### config.mk
export PLATFORM = sky130hd
export DESIGN_NAME = inv_unit
export DESIGN_NICKNAME = d
export VERILOG_FILES = /design/src/rtl/inv_unit_pkg.sv /design/src/rtl/inv_unit_comb.sv /design/src/rtl/inv_unit.sv
export SDC_FILE = /design/constraint.sdc
export NUM_CORES = 1
export LEC_CHECK = 0
export CAP_MARGIN = 20
export CORE_AREA = 4 4 41 43
export CTS_CLUSTER_DIAMETER = 50
export DETAILED_ROUTE_END_ITERATION = 7
export DIE_AREA = 0 0 45 47
export GPL_ROUTABILITY_DRIVEN = 0
export PLACE_DENSITY = 0.43
export SLEW_MARGIN = 0
export SYNTH_ARGS = -nofsm -noshare
export SYNTH_HDL_FRONTEND = slang
export SYNTH_HIERARCHICAL = 1
export SYNTH_SLANG_ARGS = --single-unit
### constraint.sdc
create_clock -name clk -period 0.8 [get_ports clk]
set_input_delay 0.2 -clock clk [delete_from_list [all_inputs] [get_ports clk]]
set_output_delay 0.2 -clock clk [all_outputs]
set_load 0.005 [all_outputs]
### src/rtl/inv_unit_pkg.sv
// Shared constants and types for the bitwise inverter block.
package inv_unit_pkg;

    localparam int INV_WIDTH_DEFAULT = 4;

    typedef logic [INV_WIDTH_DEFAULT-1:0] inv_data_t;

endpackage

### src/rtl/inv_unit_comb.sv
// Pure bitwise inversion; shared by the combinational and registered views.
module inv_comb #(
    parameter int WIDTH = 4
) (
    input  logic [WIDTH-1:0] a,
    output logic [WIDTH-1:0] y
);

    assign y = ~a;

endmodule

### src/rtl/inv_unit.sv
// Bitwise inverter with a zero-latency view and a one-cycle registered view.
// y_q holds its last capture between in_valid pulses; out_valid marks fresh data.
module inv_unit
    import inv_unit_pkg::*;
#(
    parameter int WIDTH = INV_WIDTH_DEFAULT
) (
    input  logic             clk,
    input  logic             rst_n,
    input  logic [WIDTH-1:0] a,
    input  logic             in_valid,
    output logic [WIDTH-1:0] y,
    output logic [WIDTH-1:0] y_q,
    output logic             out_valid,
    output logic             y_all_ones,
    output logic             y_all_zero
);

    logic [WIDTH-1:0] y_inv;

    inv_comb #(.WIDTH(WIDTH)) u_inv_comb (
        .a (a),
        .y (y_inv)
    );

    assign y          = y_inv;
    assign y_all_ones = &y_inv;
    assign y_all_zero = ~|y_inv;

    always_ff @(posedge clk or negedge rst_n) begin
        if (!rst_n) begin
            y_q       <= '0;
            out_valid <= 1'b0;
        end else begin
            out_valid <= in_valid;
            if (in_valid) begin
                y_q <= y_inv;
            end
        end
    end

endmodule

# --- Word level (Yosys, flattened, before mapping) ---
# Index checks and enable logic that the tools add are counted.
op_classes:
  bitwise: 1
  reduce_logical: 3
op_table:
  columns: ["cell", "count"]
  rows:
  - ["$not A4 Y4", 1]
  - ["$reduce_and A4 Y1", 1]
  - ["$reduce_or A4 Y1", 1]
  - ["$logic_not A1 Y1", 1]
word_totals:
  regBits: 5
  word_cells: 6
  output_inout_bits: 11

# --- Logic depth before layout (Yosys ltp) ---
# Gate-level depths: netlist (run 1).
depth:
  word_depth: 3
  ltp_mapped: 2
  depth_no_buf: 2

# --- Cells and area by module ---
# The synthesis (run 1) kept the hierarchy.
by_module_without_submodules:
  columns: ["module", "cells_per_inst", "instances", "seq_area_each_um2", "area_per_inst_um2"]
  rows:
  - ["inv_unit", 11, 1, 125.1, 185.2]
  - ["inv_comb", 4, 1, 0.0, 15.0]

# --- Worst setup path before layout (run 1) ---
# OpenSTA, ideal clock, no wires.
synth_path:
  kind: "input -> output"
  start: "input port a[1]"
  end: "output port y_all_zero"
  cell_stages: 2
  arrival_ns: 0.570
  path_slack_ns: 0.030
  cell_sequence: "inv_1 > nor4_1"
synth_via:
  elab_chain_cells: 3
synth_rtl:
  columns: ["element", "line_no", "text"]
  rows:
  - ["from (decl)", "inv_unit.sv:10", "input logic [WIDTH-1:0] a,"]
  - ["$not A4 Y4", "inv_unit_comb.sv:9", "assign y = ~a;"]
  - ["$reduce_or A4 Y1", "inv_unit.sv:28", "assign y_all_zero = ~|y_inv;"]
  - ["$logic_not A1 Y1", "inv_unit.sv:28", null]
  - ["to (decl)", "inv_unit.sv:16", "output logic y_all_zero"]
# Every way passes these cells.

# --- Worst setup path in the final report (run 1) ---
layout_path:
  start: "register y_q[1]"
  end: "output port y_q[1]"
layout_rtl:
  columns: ["element", "line_no", "text"]
  rows:
  - ["from (decl)", "inv_unit.sv:13", "output logic [WIDTH-1:0] y_q,"]
  - ["from (signal assigned)", "inv_unit.sv:37", "y_q <= y_inv;"]
# No word-level cell between the ends.

==> run_results.csv, run 1 <==
group,metric,value,unit
cells_and_area,area_growth,113,%
sta,tightest_slew,239,ps
power_and_ir_drop,p_clk_share,39.0,%
detailed_routing,postRouteAntennaNets,0,
cells_and_area,final_core_util,32.8,%
floorplanning,die_area,2120,sq um
detailed_routing,dr.first_iter.drc_count,3,
synthesis,syn_area_per_cell,13.3,sq um
clocking,clockRootBuffer,"clkbuf_4",
worst_setup_path,reg2reg_depth,2,
worst_setup_path,worstSetupEndpointType,"output pin",
worst_setup_path,crit_buf_inv,1,
floorplanning,die_w,45,um
worst_setup_path,cp_top_family,"flip-flops",
detailed_routing,dr.pass1.iters,2,
run_status,violations,"setup timing",
global_route,grtUsageTotal,7.15,%
synthesis,netlist_instances,15,
power_and_ir_drop,p_sw,0.000164,W
worst_setup_path,crit_path_max_fanout,2,
sta,rsz0062_at_grt,"yes",
sta,maxSlewViolCount,0,
power_and_ir_drop,sequentialPowerShare,39.7,%
sta,worst_slack,-144,ps
global_route,grt_first_pass_wirelength,986,um
worst_setup_path,cp.required,600,ps
global_route,first_global_vias,251,
power_and_ir_drop,p_leak,0.222,nW
synthesis,synth-seq-cells,5,
power_and_ir_drop,p_int,0.000562,W
synthesis,synthTopCellsByArea,"dfrtp_1 (63%), mux2_2 (22%), inv_1 (7.5%), and4_1 (4.4%), nor4_1 (3.1%)",
global_route,antenna_found_initial,0,
power_and_ir_drop,p_comb_share,21.3,%
power_and_ir_drop,p_sw_share,22.6,%
worst_setup_path,cp_slowest_cell,"dfrtp_1",
worst_setup_path,cp.arrival,740,ps
floorplanning,start_util,15.4,%
synthesis,synth_area,200,sq um
clocking,ctsHoldBuffers,0,
placed_design,dpl.hpwl,514,um
sta,finalCriticalPeriod,944,ps
floorplanning,coreArea,1300,sq um
sta,max_slew_margin,84.0,%
clocking,htreeDepth,1,
floorplanning,dieHeight,47,um
sta,fin_skew,0,ps
floorplanning,ioPinCount,18,
synthesis,synth_cell_type_count,5,
detailed_routing,vias,216,
synthesis,yosys.area.top_type,"dfrtp_1",
clocking,cts_buffers,3,
synthesis,yosys_warnings,6,
worst_setup_path,worstSetupEndpoint,"y_q[1]",
clocking,clockBufferDepth,2,
synthesis,seq_area_frac_synth,62.5,%
detailed_routing,via_per_inst,3.86,
run,maxCapViolCount,0,
detailed_routing,wl_per_cell,11.5,um
global_route,grt_start_max_net_pins,6,
placed_design,dp_cells,52,
cells_and_area,fill_cells,147,
cells_and_area,final_cell_count_no_fill,56,
sta,setup_viol,8,
power_and_ir_drop,p_per_area,1700,nW/um^2
sta,fmax,1.06,GHz
clocking,clk_pin_slew,40,ps
synthesis,synth_fp_nets,22,
worst_setup_path,crit_path_start,"y_q[1]",
clocking,cts_sinks,5,
worst_setup_path,path_cells,"buf_2",
clocking,clk_latency,240,ps
worst_setup_path,startpoint_type,"register",
synthesis,yosysTopAreaCellShare,62.5,%
worst_setup_path,crit_type,"reg2out",
cells_and_area,drive_gt1_share,78.0,%
worst_setup_path,crit_cells,1,
placed_design,io_buffers,17,
worst_hold_path,hp-class,"in2async",
worst_setup_path,r2r_start,"y_q[0]",
sta,fin_crit_sh,118,%
power_and_ir_drop,peakVddDrop,0.000744,V
sta,hold_viol,0,
cells_and_area,diodes,0,
worst_setup_path,rr_endpoint,"y_q[0]",
clocking,cts_tree,"done",
detailed_routing,totalWireLength,645,um
floorplanning,row_count,13,
run_status,status,"finished with violations",
detailed_routing,drc,0,
global_route,gr-total-overflow,0,
worst_setup_path,reg2reg_slack,-70,ps
worst_setup_path,slowest_delay,380,ps
cells_and_area,nets,49,
[layout by cell type, fill, tap and decap left out, drive strengths merged]
cell           Yosys  layout
and4               1       1
dlygate4sd2        0       1
dfrtp              5       5
nor4               1       1
inv                4       4
clkbuf             0       4
clkdlybuf4s50      0       1
buf                0      20
mux2               4       4
[through the flow]
| step | hold slack, ps | power, W | area [sq um] | worst slack [ps] | TNS, ps |
|---|---|---|---|---|---|
| 3_5_place_dp | 434 | 0.000466 | 427 | -915 | -7700 |
| 2_1_floorplan | -95.6 | 0.000327 | 200 | 30.2 | 0 |
| 4_1_cts | 175 | 0.000735 | 409 | -150 | -1000 |
| 5_1_grt | 184 | 0.000778 | 427 | -178 | -1180 |
| 6_report | 180 | 0.000726 | 427 | -144 | -934 |
| 3_3_place_gp | 436 | 0.000462 | 427 | -890 | -7500 |
[synth_stat cells]
cell type,instances
and4_1,1
dfrtp_1,5
inv_1,4
mux2_2,4
nor4_1,1
[registers in the layout (all words and copies together), names as in the netlist]
name / count
out_valid: 1
y_q: 4
[how the worst min path moves through the flow]
stage                 to  slack [ps]  depth (start not counted)
2_1_floorplan  out_valid        -100                          0
3_3_place_gp      y_q[3]         440                          1
3_5_place_dp      y_q[3]         430                          1
4_1_cts           y_q[3]         170                          1
5_1_grt           y_q[3]         180                          1
6_report          y_q[3]         180                          1
[metal layers]
metal | vias to the layer above | wire length, um | track usage, %
li1 | 101 | - | -
met4 | 0 | 0 | 1.75
met2 | 15 | 307 | 11.0
met5 | - | 0 | 0
met3 | 0 | 100 | 7.66
met1 | 100 | 238 | 6.48
[power groups by stage]
stage | registers [W] | logic, W | clock network [W]
final | 0.000288 | 0.000154 | 0.000283
after global routing | 0.000289 | 0.000165 | 0.000323
after CTS | 0.000288 | 0.000149 | 0.000298
after detailed placement | 0.000292 | 0.000174 | 0
after global placement | 0.000290 | 0.000172 | 0
after floorplan | 0.000293 | 0.0000339 | 0
[timing repair]
item / in CTS / in global routing
pin swaps: 2 / 1
endpoints found under the setup margin: 15 / 8
resized for setup: 68 / 4
buffers inserted: 1 / 0
[cells by family after synthesis]
kind of cell | synth area share (%)
buf+inv | 7.50
flops | 62.5
mux | 22.5
simple gates | 7.50
[cell type report]
class                   instances  area, sq um  share of cell area [%]
clock buffers                   4         26.3                    6.16
inverters                       4         22.5                    5.28
multi-input cells               6         70.1                    16.4
flip-flops and latches          5          125                    29.3
well taps                      15         18.8                    4.40
repair buffers                 22          164                    38.4
No activity file was read; power rests on OpenSTA's default activity.
==> run 2: changes to the inputs <==
==> constraint.sdc (replaced) <==
create_clock -name clk -period 0.8 [get_ports clk]
set_input_delay 0.12 -clock clk [delete_from_list [all_inputs] [get_ports clk]]
set_output_delay 0.12 -clock clk [all_outputs]
set_load 0.005 [all_outputs]
==> run 2 against run 1 <==
  * The run still ends with setup timing left
  * Clock power fell by 1%
  * Sequential cell count stayed put
  * Non-clock buffer count rose by 1
  * Power is 0.77% lower
  * Combinational power barely moved
  * Register-to-register slack barely moved
==> run_results.csv, run 2 (synthesis results as in run 1) <==
group,metric,value,unit
run_status,status,"finished with violations",
run_status,violations,"setup timing",
worst_setup_path,crit_path_max_fanout,2,
cells_and_area,final_area,434,sq um
cells_and_area,nets,50,
clocking,clockRootBuffer,"clkbuf_4",
sta,fin_crit_sh,107,%
power_and_ir_drop,p_sw,0.000162,W
sta,maxSlewViolCount,0,
worst_setup_path,cp_top_family,"flip-flops",
worst_setup_path,crit_type,"reg2out",
clocking,cts_buffers,3,
worst_setup_path,slowest_delay,370,ps
placed_design,io_buffers,17,
sta,rsz0062_at_grt,"yes",
cells_and_area,diodes,0,
detailed_routing,wl_per_cell,11.9,um
floorplanning,start_util,15.4,%
global_route,gr-total-overflow,0,
detailed_routing,postRouteAntennaNets,0,
clocking,cts_sinks,5,
sta,worst_slack,-55.0,ps
detailed_routing,vias,212,
power_and_ir_drop,p_clk_share,38.8,%
worst_setup_path,crit_buf_inv,1,
floorplanning,die_w,45,um
clocking,cts_tree,"done",
sta,finalCriticalPeriod,855,ps
cells_and_area,top_register,"y_q",
power_and_ir_drop,p_leak,0.223,nW
sta,hold_viol,0,
clocking,clk_latency,230,ps
cells_and_area,top_regs,"y_q x4, out_valid x1",
detailed_routing,totalWireLength,679,um
floorplanning,coreArea,1300,sq um
global_route,grt_start_max_net_pins,6,
worst_setup_path,worstSetupEndpointType,"output pin",
detailed_routing,dr.pass1.iters,2,
floorplanning,dieHeight,47,um
detailed_routing,drc,0,
worst_setup_path,cp_slowest_cell,"dfrtp_1",
worst_setup_path,cp.required,680,ps
sta,fin_skew,0,ps
placed_design,dpl.hpwl,512,um
power_and_ir_drop,p_sw_share,22.5,%
global_route,grtUsageTotal,7.23,%
clocking,htreeDepth,1,
floorplanning,die_area,2120,sq um
detailed_routing,via_per_inst,3.72,
sta,setup_tns,-271,ps
sta,holdWs,107,ps
sta,tightest_slew,229,ps
floorplanning,ioPinCount,18,
worst_hold_path,hp-class,"in2async",
worst_setup_path,path_cells,"buf_2",
run,maxCapViolCount,0,
cells_and_area,area_growth,117,%
clocking,clockBufferDepth,2,
placed_design,place_area,427,sq um
clocking,clk_pin_slew,40,ps
global_route,grt_first_pass_wirelength,1020,um
power_and_ir_drop,p_per_area,1660,nW/um^2
cells_and_area,final_common_cell,"buf_2",
power_and_ir_drop,sequentialPowerShare,39.8,%
power_and_ir_drop,total_power,0.000720,W
power_and_ir_drop,p_comb_share,21.4,%
floorplanning,row_count,13,
power_and_ir_drop,p_int,0.000558,W
clocking,ctsHoldBuffers,0,
power_and_ir_drop,peakVddDrop,0.00101,V
sta,setup_viol,6,
cells_and_area,multiInputGateArea,75.1,sq um
worst_setup_path,startpoint_type,"register",
global_route,first_global_vias,237,
sta,max_slew_margin,84.7,%
cells_and_area,drive_gt1_share,71.4,%
cells_and_area,fill_cells,151,
global_route,antenna_found_initial,0,
cells_and_area,largest_reg_flops,4,
sta,fmax,1.17,GHz
placed_design,dp_slack,-757,ps
cells_and_area,ff_latch_area,125,sq um
detailed_routing,dr.first_iter.drc_count,1,
worst_setup_path,cp.arrival,740,ps
cells_and_area,final_cell_mix,"buf_2 (9), dfrtp_1 (5), mux2_2 (4), buf_6 (4), buf_4 (4)",
==> run 2: layout make-up <==
cell class,instances,area share (%)
Inverter,4,4.03
Sequential cell,5,28.8
Timing Repair Buffer,23,39.5
Multi-Input combinational cell,6,17.3
Clock buffer,4,6.05
Tap cell,15,4.32
==> run 2: stage by stage <==
stage,std cells,utilization [%]
after floorplan,15,-
after global placement,52,32.8
after detailed placement,52,32.8
after CTS,57,31.4
after global routing,57,33.4
final,57,33.4
==> run 2: layer usage <==
| layer | share of wire (%) | wire [um] | GRT usage (%) |
|---|---|---|---|
| met3 | 14 | 93 | 6.90 |
| met4 | 0 | 0 | 1.75 |
| met1 | 34 | 230 | 7.18 |
| met2 | 52 | 355 | 11.0 |
| met5 | 0 | 0 | 0 |
==> run 2: worst paths after layout <==
kind	from	end	slack, ps	cells after the start
setup / recovery	y_q[2]	y_q[2]	-60	1
hold / removal	rst_n	y_q[0]	110	1
setup reg to reg	y_q[0]	y_q[0]	-60	2
hold reg to reg	y_q[2]	y_q[2]	510	1
max in group asynchronous	rst_n	y_q[1]	500	1
min in group clk	in_valid	out_valid	250	1
==> run 2: repair_timing <==
action | CTS | global route
pin swaps | 2 | 1
endpoints found under the setup margin | 15 | 8
gates resized for setup | 55 | 6
endpoints found under the hold margin | 0 | 0
buffers inserted | 1 | 0
==> run 2: power groups by stage <==
stage | Clock [W] | Sequential [W] | Combinational, W
2_1_floorplan | 0 | 0.000293 | 0.0000339
3_3_place_gp | 0 | 0.000290 | 0.000172
3_5_place_dp | 0 | 0.000292 | 0.000174
4_1_cts | 0.000295 | 0.000288 | 0.000142
5_1_grt | 0.000325 | 0.000289 | 0.000167
6_report | 0.000279 | 0.000287 | 0.000154
==> run 3: changes to the inputs <==
--- a/config.mk
+++ b/config.mk
@@ -10,8 +10,6 @@
 export CTS_CLUSTER_DIAMETER = 50
 export DETAILED_ROUTE_END_ITERATION = 7
 export DIE_AREA = 0 0 45 47
-export GPL_ROUTABILITY_DRIVEN = 0
-export PLACE_DENSITY = 0.43
 export SLEW_MARGIN = 0
 export SYNTH_ARGS = -nofsm -noshare
 export SYNTH_HDL_FRONTEND = slang
==> run 3 against run 2 <==
  * The run still ends with setup timing left
  * Sequential cell count unchanged
  * Critical endpoint is now y_q[1]
  * Fmax decreased by 0.82%
  * Non-clock buffer count decreased by 2
  * Clock skew unchanged
  * Final cell count decreased by 3.5%
  * Largest cell class unchanged
  * Final area decreased by 3.5%
  * Largest power group unchanged
  * Clock power increased by 3%
  * Critical path depth unchanged
  * Routed wire length decreased by 12%
  * Die area unchanged
  * Combinational power decreased by 7%
  * Highest routed layer is now met4
==> run_results.csv, run 3 (synthesis results as in run 1) <==
group,metric,value,unit
detailed_routing,drc,0,
clocking,cts_buffers,3,
clocking,clockBufferDepth,2,
power_and_ir_drop,p_leak,0.214,nW
cells_and_area,drive_gt1_share,70.0,%
sta,worst_slack,-62.1,ps
worst_setup_path,cp.required,680,ps
clocking,htreeDepth,1,
global_route,gr-total-overflow,0,
worst_setup_path,cp_top_family,"flip-flops",
cells_and_area,final_area,419,sq um
worst_setup_path,path_cells,"buf_2",
worst_setup_path,startpoint_type,"register",
sta,tightest_slew,235,ps
detailed_routing,vias,220,
sta,maxSlewViolCount,0,
run_status,status,"finished with violations",
run_status,violations,"setup timing",
cells_and_area,final_cell_mix,"buf_2 (9), buf_6 (5), dfrtp_1 (5)",
sta,max_slew_margin,84.3,%
cells_and_area,largest_reg_flops,4,
power_and_ir_drop,peakVddDrop,0.000792,V
power_and_ir_drop,p_per_area,1710,nW/um^2
detailed_routing,dr.first_iter.drc_count,1,
global_route,grtUsageTotal,6.77,%
cells_and_area,area_growth,109,%
detailed_routing,wl_per_cell,10.9,um
detailed_routing,postRouteAntennaNets,0,
floorplanning,row_count,13,
global_route,grt_start_max_net_pins,6,
worst_setup_path,crit_path_max_fanout,2,
clocking,cts_tree,"done",
sta,fin_crit_sh,108,%
clocking,clk_pin_slew,40,ps
floorplanning,ioPinCount,18,
placed_design,gp_routability_congestion,0.659,
detailed_routing,dr.pass1.iters,2,
clocking,clk_latency,240,ps
power_and_ir_drop,total_power,0.000718,W
cells_and_area,fill_cells,153,
cells_and_area,final_common_cell,"buf_2",
worst_setup_path,slowest_delay,380,ps
worst_setup_path,reg2reg_depth,2,
worst_setup_path,rr_endpoint,"y_q[3]",
floorplanning,coreArea,1300,sq um
detailed_routing,via_per_inst,4.00,
placed_design,io_buffers,17,
floorplanning,dieHeight,47,um
cells_and_area,diodes,0,
run,maxCapViolCount,0,
worst_hold_path,hp-class,"in2async",
sta,setup_viol,6,
placed_design,dpl.hpwl,500,um
floorplanning,die_w,45,um
worst_setup_path,worstSetupEndpointType,"output pin",
sta,rsz0062_at_grt,"yes",
sta,fmax,1.16,GHz
sta,finalCriticalPeriod,862,ps
sta,hold_viol,0,
cells_and_area,top_regs,"y_q x4, out_valid x1",
placed_design,dp_slack,-789,ps
worst_setup_path,reg2reg_slack,-50,ps
sta,fin_skew,0,ps
global_route,grt_first_pass_wirelength,945,um
worst_setup_path,r2r_start,"y_q[3]",
clocking,clockRootBuffer,"clkbuf_4",
placed_design,place_area,419,sq um
worst_setup_path,crit_buf_inv,1,
floorplanning,start_util,15.4,%
cells_and_area,nets,48,
global_route,first_global_vias,213,
cells_and_area,top_register,"y_q",
global_route,antenna_found_initial,0,
clocking,cts_sinks,5,
detailed_routing,totalWireLength,600,um
worst_setup_path,cp.arrival,740,ps
worst_setup_path,cp_slowest_cell,"dfrtp_1",
worst_setup_path,crit_type,"reg2out",
floorplanning,die_area,2120,sq um
[run 3: layout make-up]
| cell class | instances | area [sq um] | area share, % |
|---|---|---|---|
| well taps | 15 | 18.8 | 4.48 |
| repair buffers | 21 | 165 | 39.4 |
| flip-flops and latches | 5 | 125 | 29.9 |
| clock buffers | 4 | 26.3 | 6.27 |
| multi-input cells | 6 | 66.3 | 15.8 |
| inverters | 4 | 17.5 | 4.18 |
[run 3: where the power goes]
part	internal (W)	switching [W]	total [W]
Clock	0.000188	0.0000990	0.000287
Sequential	0.000277	0.0000110	0.000288
Combinational	0.0000903	0.0000529	0.000143
Total	0.000555	0.000163	0.000718
[run 3: metrics by stage]
step           hold WS [ps]  utilization, %  TNS (ps)  cells
2_1_floorplan          -176               -         0     15
3_3_place_gp            359            32.2     -5910     51
3_5_place_dp            361            32.2     -6010     51
4_1_cts                 104            31.3      -370     55
5_1_grt                 103            32.2      -562     55
6_report                107            32.2      -303     55
[run 3: worst max path at each step]
| stage | end | from | cells after the start | slack, ps |
|---|---|---|---|---|
| after detailed placement | y_all_zero | a[1] | 4 | -790 |
| after CTS | y_q[1] | y_q[1] | 1 | -70 |
| final | y_q[1] | y_q[1] | 1 | -60 |
| after global placement | y_all_zero | a[1] | 4 | -780 |
| after global routing | y_q[1] | y_q[1] | 1 | -110 |
| after floorplan | y_q[0] | y_q[0] | 1 | 60 |
[run 3: per-layer routing]
layer	GRT usage, %	part of all wire [%]	vias to the layer above
li1	-	-	100
met1	7.44	43	103
met2	9.32	39	15
met3	6.51	17	2
met4	1.75	0.83	0
met5	0	0	-
[run 3: worst register-to-register path, cell delays in order, from the launching register on]
cell and delay (ps):
dfrtp_1 370, buf_6 110, mux2_2 240
[run 3: repair_timing]
item	CTS	global route
hold buffers	0	0
hold endpoints to repair	0	0
setup endpoints to repair	15	7
gates resized for setup	56	3
pin swaps	1	1
setup buffers	1	0
